<file path="src/rtl/cpu_pkg.sv">
// Shared constants and the fetch buffer entry type for the top_cpu pipeline.
package cpu_pkg;

    localparam int unsigned       WORD_W           = 32;
    localparam logic [WORD_W-1:0] NOP_INSTR        = 32'h0000_0000;
    localparam logic [WORD_W-1:0] PC_INC           = 32'd4;
    localparam logic [WORD_W-1:0] DEFAULT_RESET_PC = 32'h0000_0000;

    typedef struct packed {
        logic [WORD_W-1:0] instr;
        logic [WORD_W-1:0] pc4;
    } fetch_entry_t;

endpackage

</file>
<file path="src/rtl/fetch_fifo.sv">
// Synchronous FIFO of fetch_entry_t with flush; head is readable combinationally.
module fetch_fifo
    import cpu_pkg::*;
#(
    parameter  int unsigned DEPTH = 2,
    localparam int unsigned CNT_W = $clog2(DEPTH + 1)
) (
    input  logic             clk,
    input  logic             reset,
    input  logic             flush,
    input  logic             push,
    input  fetch_entry_t     push_data,
    input  logic             pop,
    output fetch_entry_t     pop_data,
    output logic [CNT_W-1:0] count,
    output logic             full,
    output logic             empty
);

    localparam int unsigned PTR_W = (DEPTH > 1) ? $clog2(DEPTH) : 1;

    fetch_entry_t     mem_q [DEPTH];
    logic [PTR_W-1:0] wr_ptr_q, wr_ptr_d;
    logic [PTR_W-1:0] rd_ptr_q, rd_ptr_d;
    logic [CNT_W-1:0] count_q, count_d;
    logic             do_push, do_pop;

    function automatic logic [PTR_W-1:0] next_ptr(input logic [PTR_W-1:0] p);
        return (p == PTR_W'(DEPTH - 1)) ? '0 : p + 1'b1;
    endfunction

    assign empty    = (count_q == '0);
    assign full     = (count_q == CNT_W'(DEPTH));
    assign count    = count_q;
    assign pop_data = mem_q[rd_ptr_q];

    // NOTE: every always_comb output gets a default first so no path can infer a latch.
    always_comb begin
        do_pop   = pop && !empty;
        do_push  = push && (!full || do_pop);
        wr_ptr_d = wr_ptr_q;
        rd_ptr_d = rd_ptr_q;
        count_d  = count_q;
        if (flush) begin
            wr_ptr_d = '0;
            rd_ptr_d = '0;
            count_d  = '0;
        end else begin
            if (do_push) wr_ptr_d = next_ptr(wr_ptr_q);
            if (do_pop)  rd_ptr_d = next_ptr(rd_ptr_q);
            case ({do_push, do_pop})
                2'b10:   count_d = count_q + 1'b1;
                2'b01:   count_d = count_q - 1'b1;
                default: count_d = count_q;
            endcase
        end
    end

    // NOTE: sequential state uses non-blocking assignments so all flops update together.
    always_ff @(posedge clk or negedge reset) begin
        if (!reset) begin
            wr_ptr_q <= '0;
            rd_ptr_q <= '0;
            count_q  <= '0;
        end else begin
            wr_ptr_q <= wr_ptr_d;
            rd_ptr_q <= rd_ptr_d;
            count_q  <= count_d;
        end
    end

    // NOTE: storage has no reset; pointers and count alone decide which entries are live.
    always_ff @(posedge clk) begin
        if (do_push && !flush) mem_q[wr_ptr_q] <= push_data;
    end

endmodule

</file>
<file path="src/rtl/fetch_stage.sv">
// IF stage: credit-limited imem fetch, response buffer and IF/ID register.
// Optional IF_PERF_CNT_EN adds a saturating empty-buffer bubble counter.
module fetch_stage
    import cpu_pkg::*;
#(
    parameter logic [31:0] RESET_PC        = DEFAULT_RESET_PC,
    parameter int unsigned FIFO_DEPTH      = 2,
    parameter int unsigned MAX_OUTSTANDING = 2
) (
    input  logic        clk,
    input  logic        reset,
    input  logic        stall,
    input  logic        redirect,
    input  logic [31:0] redirect_pc,
    output logic        imem_req,
    output logic [31:0] imem_addr,
    input  logic        imem_ready,
    input  logic        imem_rvalid,
    input  logic [31:0] imem_rdata,
    output logic        if_id_valid,
    output logic [31:0] if_id_instr,
    output logic [31:0] if_id_pc4
`ifdef IF_PERF_CNT_EN
    ,
    output logic [31:0] bubble_cnt
`endif
);

    localparam int unsigned OUT_W  = $clog2(MAX_OUTSTANDING + 1);
    localparam int unsigned FCNT_W = $clog2(FIFO_DEPTH + 1);

    logic              running_q;
    logic [31:0]       fetch_pc_q, fetch_pc_d;
    logic [OUT_W-1:0]  drop_cnt_q, drop_cnt_d;
    logic              if_id_valid_q, if_id_valid_d;
    logic [31:0]       if_id_instr_q, if_id_instr_d;
    logic [31:0]       if_id_pc4_q, if_id_pc4_d;

    logic              accept, bypass;
    logic              tag_push, tag_pop, tag_empty, tag_full;
    logic              data_push, data_pop, data_empty, data_full;
    logic [OUT_W-1:0]  outstanding;
    logic [FCNT_W-1:0] fifo_count;
    fetch_entry_t      tag_in, tag_head, data_in, data_head;
    logic              unused_bits;

    assign imem_req  = running_q && !redirect
                     && (32'(outstanding) + 32'(fifo_count) < FIFO_DEPTH)
                     && (32'(outstanding) < MAX_OUTSTANDING);
    assign imem_addr = fetch_pc_q;
    assign accept    = imem_req && imem_ready;

    // A response with no queued tag belongs to the request accepted this same cycle.
    assign bypass    = imem_rvalid && tag_empty;
    assign tag_push  = accept && !bypass;
    assign tag_pop   = imem_rvalid && !tag_empty;
    assign tag_in    = '{instr: fetch_pc_q, pc4: fetch_pc_q + PC_INC};

    assign data_push = imem_rvalid && !redirect && (drop_cnt_q == '0);
    assign data_pop  = !redirect && !stall && !data_empty;
    assign data_in   = '{instr: imem_rdata, pc4: bypass ? fetch_pc_q + PC_INC : tag_head.pc4};

    fetch_fifo #(.DEPTH(MAX_OUTSTANDING)) u_tag_fifo (
        .clk       (clk),
        .reset     (reset),
        .flush     (1'b0),
        .push      (tag_push),
        .push_data (tag_in),
        .pop       (tag_pop),
        .pop_data  (tag_head),
        .count     (outstanding),
        .full      (tag_full),
        .empty     (tag_empty)
    );

    fetch_fifo #(.DEPTH(FIFO_DEPTH)) u_data_fifo (
        .clk       (clk),
        .reset     (reset),
        .flush     (redirect),
        .push      (data_push),
        .push_data (data_in),
        .pop       (data_pop),
        .pop_data  (data_head),
        .count     (fifo_count),
        .full      (data_full),
        .empty     (data_empty)
    );

    always_comb begin
        fetch_pc_d    = fetch_pc_q;
        drop_cnt_d    = drop_cnt_q;
        if_id_valid_d = if_id_valid_q;
        if_id_instr_d = if_id_instr_q;
        if_id_pc4_d   = if_id_pc4_q;

        if (redirect) begin
            fetch_pc_d = {redirect_pc[31:2], 2'b00};
            // Everything still in flight after this cycle's response is stale.
            drop_cnt_d = outstanding - OUT_W'(imem_rvalid);
        end else begin
            if (accept) fetch_pc_d = fetch_pc_q + PC_INC;
            if (imem_rvalid && (drop_cnt_q != '0)) drop_cnt_d = drop_cnt_q - 1'b1;
        end

        if (redirect) begin
            if_id_valid_d = 1'b0;
            if_id_instr_d = NOP_INSTR;
        end else if (!stall) begin
            if (!data_empty) begin
                if_id_valid_d = 1'b1;
                if_id_instr_d = data_head.instr;
                if_id_pc4_d   = data_head.pc4;
            end else begin
                if_id_valid_d = 1'b0;
                if_id_instr_d = NOP_INSTR;
            end
        end
    end

    always_ff @(posedge clk or negedge reset) begin
        if (!reset) begin
            running_q     <= 1'b0;
            fetch_pc_q    <= RESET_PC;
            drop_cnt_q    <= '0;
            if_id_valid_q <= 1'b0;
            if_id_instr_q <= NOP_INSTR;
            if_id_pc4_q   <= '0;
        end else begin
            running_q     <= 1'b1;
            fetch_pc_q    <= fetch_pc_d;
            drop_cnt_q    <= drop_cnt_d;
            if_id_valid_q <= if_id_valid_d;
            if_id_instr_q <= if_id_instr_d;
            if_id_pc4_q   <= if_id_pc4_d;
        end
    end

    assign if_id_valid = if_id_valid_q;
    assign if_id_instr = if_id_instr_q;
    assign if_id_pc4   = if_id_pc4_q;

`ifdef IF_PERF_CNT_EN
    logic [31:0] bubble_cnt_q, bubble_cnt_d;

    always_comb begin
        bubble_cnt_d = bubble_cnt_q;
        if (!redirect && !stall && data_empty && (bubble_cnt_q != '1))
            bubble_cnt_d = bubble_cnt_q + 1'b1;
    end

    always_ff @(posedge clk or negedge reset) begin
        if (!reset) bubble_cnt_q <= '0;
        else        bubble_cnt_q <= bubble_cnt_d;
    end

    assign bubble_cnt = bubble_cnt_q;
`endif

    assign unused_bits = ^{tag_head.instr, redirect_pc[1:0], tag_full, data_full};

    a_rvalid_has_request: assert property (@(posedge clk) disable iff (!reset)
        imem_rvalid |-> (!tag_empty || accept));
    a_no_push_when_full: assert property (@(posedge clk) disable iff (!reset)
        data_push |-> (!data_full || data_pop));

endmodule

</file>
<file path="config.mk">
export PLATFORM = sky130hd
export DESIGN_NAME = fetch_stage
export DESIGN_NICKNAME = d
export VERILOG_FILES = /design/src/rtl/cpu_pkg.sv /design/src/rtl/fetch_fifo.sv /design/src/rtl/fetch_stage.sv
export SDC_FILE = /design/constraint.sdc
export NUM_CORES = 1
export LEC_CHECK = 0
export CAP_MARGIN = 25
export CORE_UTILIZATION = 48
export DETAILED_ROUTE_END_ITERATION = 7
export PLACE_DENSITY = 0.74
export SYNTH_ARGS = -nofsm -noshare
export SYNTH_HDL_FRONTEND = slang
export SYNTH_SLANG_ARGS = --single-unit
</file>
<file path="constraint.sdc">
create_clock -name clk -period 5.5 [get_ports clk]
set_clock_uncertainty 0.2 [all_clocks]
set_input_delay 0.825 -clock clk [delete_from_list [all_inputs] [get_ports clk]]
set_output_delay 0.825 -clock clk [all_outputs]
set_load 0.02 [all_outputs]
</file>
==> flow_metrics.py <==
metrics = {
    "run_status": {
        "status": "complete, no violations",
    },
    "place": {
        "io_buffers": 161,
        "place_inst": 1332,
        "place_ws_ps": 1660,
        "hpwl_mm": 16.1,
        "routabilityCongestion": 0.844,
    },
    "logic_synthesis": {
        "synth_area_sq_mm": 0.0121,
        "avgSynthCellArea_sq_um": 13.2,
        "syn_inst": 918,
        "synthTopCellsByCount": "edfxtp_1 (184), nand2_1 (108), dfrtp_1 (104), o21ai_0 (92), mux2i_1 (89)",
        "synth-seq-cells": 288,
        "ys_seq_area_share_pct": 67.0,
        "synth_top_area_share_pct": 45.6,
        "async_flop_share_pct": 36.1,
        "ys_top_cells_by_area": "edfxtp_1 (46%), dfrtp_1 (21%), mux2i_1 (7.3%)",
        "ys_types": 49,
        "yosysMostFrequentCell": "edfxtp_1",
        "synth_ff_type": "edfxtp_1",
        "synth_area_leader_cell": "edfxtp_1",
        "synth-edff-count": 184,
        "yosys_warnings": 0,
    },
    "worst_setup_path": {
        "regToRegStartpoint": "u_tag_fifo.count[0]",
        "rr_worst_depth": 8,
        "setup.worst_path.end": "imem_req",
        "cp_num_buf_inv": 1,
        "slowest_stage": "clkdlybuf4s50_1",
        "cp_cell_sequence": "and2_1 -> fa_1 -> nor4b_2 -> nor2b_1 -> clkdlybuf4s50_1",
        "critPathArrivalTime_ps": 2840,
        "reg2reg_slack_ps": 2400,
        "worstSetupPathType": "flip-flop to primary output",
        "path_delay_family": "simple AND/OR/NAND/NOR gates",
        "critPathLaunchType": "flip-flop",
        "startpoint": "u_tag_fifo.count[0]",
        "path_max_fanout": 7,
        "r2r-end": "imem_addr[11]",
        "end_kind": "primary output",
        "required_ps": 4470,
        "cp_num_cells": 5,
        "max_stage_delay_ps": 610,
    },
    "final_layout": {
        "antenna_cells": 0,
        "finalNetCount": 1115,
        "area_delta_synth_final_pct": 22.4,
        "drive_gt1_share_pct": 7.81,
        "finalNonFillerCells": 1387,
    },
    "clocking": {
        "clock_insertion_delay_worst_skew_ps": 540,
        "clk_pin_slew_worst_paths_ps": 60,
        "clkSinkCount": 288,
        "cts_buffers": 29,
        "cts_root_buffer": "clkbuf_16",
        "cts_tree": "yes",
        "clockBufferDepth": 3,
        "cts_max_level": 1,
        "post_cts_resized": 0,
        "cts_setup_buffers": 0,
        "holdBufCountCts": 0,
    },
    "route": {
        "vias": 7495,
        "initialDrtViolationCount": 544,
        "wl_per_cell_microns": 17.9,
        "drc": 0,
        "drt_pass1_iterations": 5,
        "avgViaCountPerCell": 5.40,
        "drt_wl_total_mm": 24.8,
        "ant_nets": 0,
    },
    "sta": {
        "setup_viol": 0,
        "fin_tns_setup_ps": 0,
        "hold_viol": 0,
        "finalCriticalPeriod_ps": 3860,
        "worst_pin_slew_ps": 961,
        "slew_headroom_pct": 35.8,
        "worst_slack_ps": 1640,
        "max_freq_ghz": 0.259,
        "rsz0062_at_grt": "false",
        "finalMaxSlewViolations": 0,
        "fin_crit_sh_pct": 70.2,
    },
    "global_routing": {
        "grt_pass1_wl_mm": 39.6,
        "grt_pass1_vias": 7364,
        "grt_overflow": 0,
        "grt_max_degree": 70,
        "antenna_found_initial": 0,
        "grt_use_total_pct": 19.3,
    },
    "die": {
        "dieWidth_microns": 161,
        "initial_utilization_pct": 49.4,
        "die_h_microns": 161,
        "dieArea_sq_mm": 0.0259,
        "core.rowCount": 57,
        "io_pins": 168,
        "core_sq_mm": 0.0245,
    },
    "pwr": {
        "total_power_mw": 6.15,
        "vdd_drop_max_v": 0.000211,
        "leakage_nw": 5.54,
        "power_density_mw_per_mm2": 414,
    },
    "flow_run": {
        "drv_cap": 0,
    },
    "worst_hold_path": {
        "min_path_type": "input pin to asynchronous set/reset pin",
    },
}
-- sequential cells by signal, indices dropped and copies added (netlist names) --
signal                cells
imem_addr                30
if_id_valid               1
drop_cnt_q                2
u_tag_fifo.rd_ptr_q       1
u_tag_fifo.mem_q         60
u_data_fifo.mem_q       124
u_tag_fifo.wr_ptr_q       1
running_q                 1
u_data_fifo.wr_ptr_q      1
u_data_fifo.count         2
u_tag_fifo.count          2
if_id_pc4                30
if_id_instr              32
u_data_fifo.rd_ptr_q      1
-- power by group --
part	internal, mW	switching, mW	leakage [nW]
clock network	1.20	0.812	0.482
registers	2.63	0.182	3.00
logic	0.586	0.747	2.06
total	4.41	1.74	5.54
-- area by class of cell --
class	count	area, sq um
Fill cell	1896	9700
Tap cell	324	405
Timing Repair Buffer	175	1750
Clock buffer	35	778
Multi-Input combinational cell	536	3530
Sequential cell	288	8130
Clock inverter	19	210
Inverter	10	37.5
-- metrics by stage --
stage | cell area, sq um | utilization [%] | hold WS, ps
2_1_floorplan | 12100 | - | 268
3_3_place_gp | 13800 | 56.4 | 259
3_5_place_dp | 13800 | 56.4 | 270
4_1_cts | 14800 | 60.4 | 147
5_1_grt | 14800 | 60.5 | 173
6_report | 14800 | 60.5 | 123
-- layout by cell type, fill, tap and decap left out, types with 3 or more instances in the layout --
cell type and instances:
clkinv_1 4, or3_1 4, a221o_1 9, ha_1 4, a211oi_1 7, buf_12 3, clkbuf_16 29, clkbuf_8 3
nand3_1 17, nor4_2 4, conb_1 5, clkbuf_1 3, a21oi_1 13, dfrtp_1 103, edfxtp_1 184, bufinv_16 4
nand2b_1 5, and4_1 4, o21ai_0 92, nor4_1 3, nor3_1 9, xor2_1 14, xnor2_1 23, nand4_1 9
inv_1 10, clkinv_2 5, clkdlybuf4s50_1 159, and3_1 9, nor3b_1 5, nor2b_1 10, a22o_1 4, nor2_1 31
a21o_1 21, buf_4 12, and2_1 4, nand2_1 108, mux2i_1 89, a22oi_1 6
-- worst min path at each step --
| stage | start | to | slack, ps | cells past startpoint |
|---|---|---|---|---|
| final | reset | if_id_instr[16] | 120 | 1 |
| after global routing | reset | if_id_instr[16] | 170 | 1 |
| after global placement | if_id_valid | if_id_valid | 260 | 2 |
| after CTS | reset | if_id_instr[16] | 150 | 1 |
| after floorplan | u_tag_fifo.wr_ptr_q | u_tag_fifo.wr_ptr_q | 270 | 1 |
| after detailed placement | if_id_pc4[27] | if_id_pc4[27] | 270 | 2 |
-- layer usage --
layer	global-route usage [%]	vias up	part of all wire, %
li1	-	3535	-
met1	28.2	3624	47
met2	30.2	295	45
met3	3.10	41	6.2
met4	5.27	0	2.3
met5	0	-	0
-- cells by family (layout without fill, tap and decap cells) --
logic type | count (synthesis) | after routing | synth area share, %
muxes | 89 | 89 | 7.35
AOI/OAI and AO/OA | 161 | 161 | 8.10
xor gates and xnor gates | 37 | 37 | 2.67
and+or+nand+nor | 239 | 239 | 10.1
buffers and inverters | 97 | 239 | 4.16
DFF | 288 | 288 | 67.0
other | 2 | 5 | 0.0619
adders and majority gates | 5 | 5 | 0.578
(Power assumes the default switching activity.)
==> variant 1, RTL diff (config.mk and constraints unchanged) <==
Set the parameter `FIFO_DEPTH` to 8 (it was 2).
--- a/src/rtl/fetch_stage.sv
+++ b/src/rtl/fetch_stage.sv
@@ -6,3 +6,3 @@
     parameter logic [31:0] RESET_PC        = DEFAULT_RESET_PC,
-    parameter int unsigned FIFO_DEPTH      = 2,
+    parameter int unsigned FIFO_DEPTH      = 8,
     parameter int unsigned MAX_OUTSTANDING = 2
Behaviour: not the same (a bounded check fails within 4 cycles, from zero or initial values and one cycle with reset low).
==> variant 1 against the original RTL <==
Die area rose by 120%. Combinational power is 120% higher. Largest power group unchanged. Sequential cell count rose by 378. Global-route usage down 0.26 points. Total power increased by 130%. Routed wire length rose by 110%. Setup slack gained 0.31 ns. Critical path type is now in2reg. Final area grew 110%. Area after synthesis increased by 120%.
==> variant 1: results (changes against the original RTL) <==
mux cell area share after synthesis=13.8% (+6.4 points); number of synthesized flops with an enable pin=556 (+200%); Setup Buffers After CTS=0 (unchanged); fin crit share=64.6% (-5.6 points); layout cell share with drive strength beyond 1=17.6% (+9.8 points); HP Class=reg2reg; H-tree Lvls=3 (+2); synth top area cells=edfxtp_1, mux4_2, dfrtp_1, mux2i_1, o21ai_0; clock transition at the registers of the reported paths=0.06 ns (about the same); Reg with most FFs=u_data_fifo.mem_q; Unique masters post-synth=64 (+31%); GRT Total Usage=19.1% (-0.26 points); Max VDD drop=0.000234 V (+11%); Nets=1717 (+54%); CP peak stage delay=0.70 ns (+0.09 ns); Vias=13700 (+83%); XOR/XNOR Fraction of Synth Area=1.27% (-1.4 points); drt total wl=53.1 mm (+110%); Synth Area in Adders=0.590% (+0.012 points); worst skew pair latency=0.58 ns (+0.04 ns); most instantiated cells after synthesis=edfxtp_1, mux4_2, dfrtp_1; final hold slack=0.274 ns (+0.151 ns); # fillers=4120 (+120%); number of flip-flops in the largest register=496 (+300%); TritonCTS Buffers=69 (+140%); Leak=10.4 nW (+88%); sequential area share after synthesis=72.7% (+5.7 points); Routability Congestion=0.785 (-6.9%); ant diodes=0 (unchanged); status=finished clean; Worst path slowest cell=clkdlybuf4s50_1; Starting DRT DRC Count=824 (+51%); Crit path arrival time=3.56 ns (+0.72 ns); DP HPWL=30.0 mm (+86%); Synth Area in Compound Gates=4.16% (-3.9 points); Internal=10.3 mW (+130%); Crit Path Max Fanout=42 (+35); Setup WS pre-CTS=1.35 ns (-0.310 ns); initial antenna violation count=1 (+1); Synth async-reset ratio=16.5% (-20 points); reg-to-reg slack, setup=2.09 ns (-0.31 ns); first-pass GRT wire length=82.1 mm (+110%); largest net degree at the start of global routing=100 (+43%); detailed-router iteration count before antenna repair=7 (+2); Worst-Margin Slew=1.07 ns (+0.114 ns); cell family with most CP delay=buffers and inverters
[variant 1: worst register-to-register path, cell delays in order (launching register included)]
cell and delay [ns]:
dfrtp_1 0.56, ha_1 0.29, nand4_1 0.14, and3_1 0.20
and2_1 0.64, o21ai_0 0.46, nor2_2 0.17, buf_4 0.38
[variant 1: kinds of logic after synthesis]
group	Yosys count
other	2
AOI/OAI and AO/OA	179
adders and majority gates	12
and+or+nand+nor	243
muxes	213
xor gates and xnor gates	37
DFF	666
buffers and inverters	136
[variant 1: path summary, 6_finish.rpt]
| path | cells after the start | endpoint | from |
|---|---|---|---|
| setup / recovery | 6 | u_data_fifo.mem_q[3][38]$_DFFE_PP_ | imem_rvalid |
| hold / removal | 2 | if_id_instr[5]$_DFFE_PN0P_ | if_id_instr[5]$_DFFE_PN0P_ |
| setup reg to reg | 7 | u_tag_fifo.mem_q[0][16]$_DFFE_PP_ | u_tag_fifo.count[1]$_DFFE_PN0P_ |
| hold reg to reg | 2 | if_id_instr[5]$_DFFE_PN0P_ | if_id_instr[5]$_DFFE_PN0P_ |
| max in group asynchronous | 3 | u_data_fifo.rd_ptr_q[0]$_DFFE_PN0P_ | reset |
| min in group asynchronous | 2 | if_id_instr[21]$_DFFE_PN0P_ | reset |
[variant 1: layer usage]
layer | track usage (%) | share of wire (%) | vias up
li1 | - | - | 6130
met1 | 26.0 | 43 | 7083
met2 | 32.0 | 50 | 429
met3 | 3.52 | 5.4 | 74
met4 | 4.56 | 1.6 | 2
met5 | 0 | 0.013 | -
[variant 1: final cells by class]
cell class                      instances  share of cell area (%)
Clock inverter                         40                    1.50
Timing Repair Buffer                  193                    6.31
Clock buffer                           86                    5.92
Inverter                               16                   0.191
Multi-Input combinational cell        689                    21.2
Tap cell                              748                    2.98
Sequential cell                       666                    61.9
[variant 1: per-stage QoR]
stage | instances | setup TNS, ns | area [um^2]
5_1_grt | 2438 | 0 | 31500
3_5_place_dp | 2309 | 0 | 29100
2_1_floorplan | 1491 | -10.30 | 26800
6_report | 2438 | 0 | 31500
3_3_place_gp | 2308 | 0 | 29100
4_1_cts | 2436 | 0 | 31400
[variant 1: power by group through the flow]
| stage | combinational, mW | clock, mW | sequential [mW] |
|---|---|---|---|
| CTS | 2.91 | 4.79 | 6.53 |
| detailed placement | 2.90 | 0 | 6.63 |
| finish | 2.88 | 4.71 | 6.52 |
| global placement | 2.82 | 0 | 6.61 |
| floorplan | 1.98 | 0 | 6.53 |
| global route | 3.13 | 4.97 | 6.59 |
[variant 1: timing repair]
action                    4_1_cts  5_1_grt
gates resized for setup         0        0
hold endpoints to repair        6        0
hold buffers                    1        0
==> variant 2, RTL diff (same settings) <==
Without the edit above. Add a define of `IF_PERF_CNT_EN`.
--- a/src/rtl/fetch_stage.sv
+++ b/src/rtl/fetch_stage.sv
@@ -2,2 +2,4 @@
 // Optional IF_PERF_CNT_EN adds a saturating empty-buffer bubble counter.
+`define IF_PERF_CNT_EN
+
 module fetch_stage
Function (old outputs only; new: bubble_cnt): no difference found for any inputs over 4 cycles, from zero or initial values and one cycle with reset low; that may be too few to reach the edited logic, so the function may still have changed.
==> variant 2 against the original RTL <==
Total power is 10% higher. Die area rose by 12%. Setup slack lost 0.048 ns. Synthesized cell count is 15% higher. First-iteration DRC count is 2.8% lower. Critical path depth grew 1. Final area up 13%. Global-route usage is 0.23 points higher. Sequential cell count rose by 32. Area after synthesis is 12% higher. Routed wire length rose by 11%. Clock power grew 10%. Largest cell class unchanged. Largest power group unchanged.
==> variant 2: results (changes against the original RTL) <==
met1 GRT Util=27.3% (-0.93 points); CP Launch Point=u_data_fifo.count[0]$_DFFE_PN0P_; Synth Area in Adders=0.607% (+0.030 points); XOR/XNOR Fraction of Synth Area=3.99% (+1.3 points); Routability Congestion=0.827 (-1.9%); Max VDD drop=0.000183 V (-13%); DR WL/cell=17.0 um (-4.8%); largest net degree at the start of global routing=97 (+39%); H-tree Lvls=2 (+1); GRT Total Usage=19.6% (+0.23 points); vias in the first global route=8404 (+14%); most instantiated cells after synthesis=edfxtp_1, dfrtp_1, nand2_1; Synth async-reset ratio=42.5% (+6.4 points); Unique masters post-synth=51 (+4.1%); status=finished clean; fin cells=1622 (+17%); TritonCTS Buffers=34 (+17%); sequential area share after synthesis=65.7% (-1.3 points); synth top area cells=edfxtp_1, dfrtp_1, mux2i_1, o21ai_0, nand2_1; Nets=1295 (+16%); IO Port Bufs=193 (+20%); HP Class=reg2reg; Leak=6.45 nW (+16%); Worst-Margin Slew=0.880 ns (-0.0808 ns); detailed-router iteration count before antenna repair=4 (-1); layout cell share with drive strength beyond 1=7.40% (-0.41 points); Starting DRT DRC Count=529 (-2.8%); Synth Area in Compound Gates=8.27% (+0.17 points); Cells after DPL=1559 (+17%); first-pass GRT wire length=44.4 mm (+12%); # fillers=2189 (+15%); mux cell area share after synthesis=6.37% (-0.98 points); Setup WS pre-CTS=1.79 ns (+0.127 ns)
## variant 2: changes by cell type after synthesis, moves of 10 or more
cell	delta
nor2_1	+15
xor2_1	+18
dfrtp_1	+32
nor3_1	+13
inv_1	+10
## variant 2: cell families after synthesis
family | Yosys count
flops | 320
simple gates | 292
compound gates | 182
buf+inv | 107
mux | 86
xor+xnor | 62
fa+ha+maj | 6
other cells | 2
## variant 2: through the flow
stage | util [%] | hold WS [ns] | instance area, um^2
after floorplan | - | 0.268 | 13600
after global placement | 56.3 | 0.260 | 15700
after detailed placement | 56.3 | 0.269 | 15700
after CTS | 60.2 | 0.282 | 16800
after global routing | 60.4 | 0.301 | 16800
final | 60.4 | 0.274 | 16800
## variant 2: critical path: cells and delay by family, from the launching register on
family	cells	cell delay [ns]
buffers and inverters	2	0.72
adders and majority gates	1	0.44
DFF	1	0.48
and+or+nand+nor	3	0.77
## variant 2: path summary, 6_finish.rpt
path | endpoint | slack, ns | cells after the start
worst max-delay path | imem_req | 1.59 | 6
worst min-delay path | if_id_pc4[14]$_DFFE_PN0P_ | 0.27 | 2
worst max register to register | imem_addr[18]$_DFFE_PN0P_ | 2.11 | 9
worst min register to register | if_id_pc4[14]$_DFFE_PN0P_ | 0.27 | 2
max in group asynchronous | if_id_instr[7]$_DFFE_PN0P_ | 3.38 | 4
min in group asynchronous | drop_cnt_q[0]$_DFFE_PN0P_ | 0.48 | 2
## variant 2: layer usage
metal | wire length, um | vias to the layer above
li1 | - | 4128
met1 | 12600 | 4202
met2 | 13000 | 257
met3 | 1450 | 38
met4 | 544 | 0
met5 | 0 | -
## variant 2: what timing repair did
item                                   CTS  global route
endpoints found under the hold margin    0             1
gates resized for setup                  0             0
hold buffers                             0             1
## variant 2: power groups by stage
stage | Sequential [mW] | Combinational, mW | Clock [mW]
floorplan | 3.26 | 0.737 | 0
global placement | 3.14 | 1.44 | 0
detailed placement | 3.15 | 1.48 | 0
CTS | 3.11 | 1.49 | 2.26
global route | 3.15 | 1.60 | 2.36
finish | 3.10 | 1.47 | 2.21
## variant 2: layout make-up
class	count	share of cell area, %
clock buffer	52	6.08
clock inverter	9	0.417
inverter	20	0.446
multi-input combinational	633	24.7
sequential	320	53.1
tap	378	2.81
timing repair buffer	210	12.4
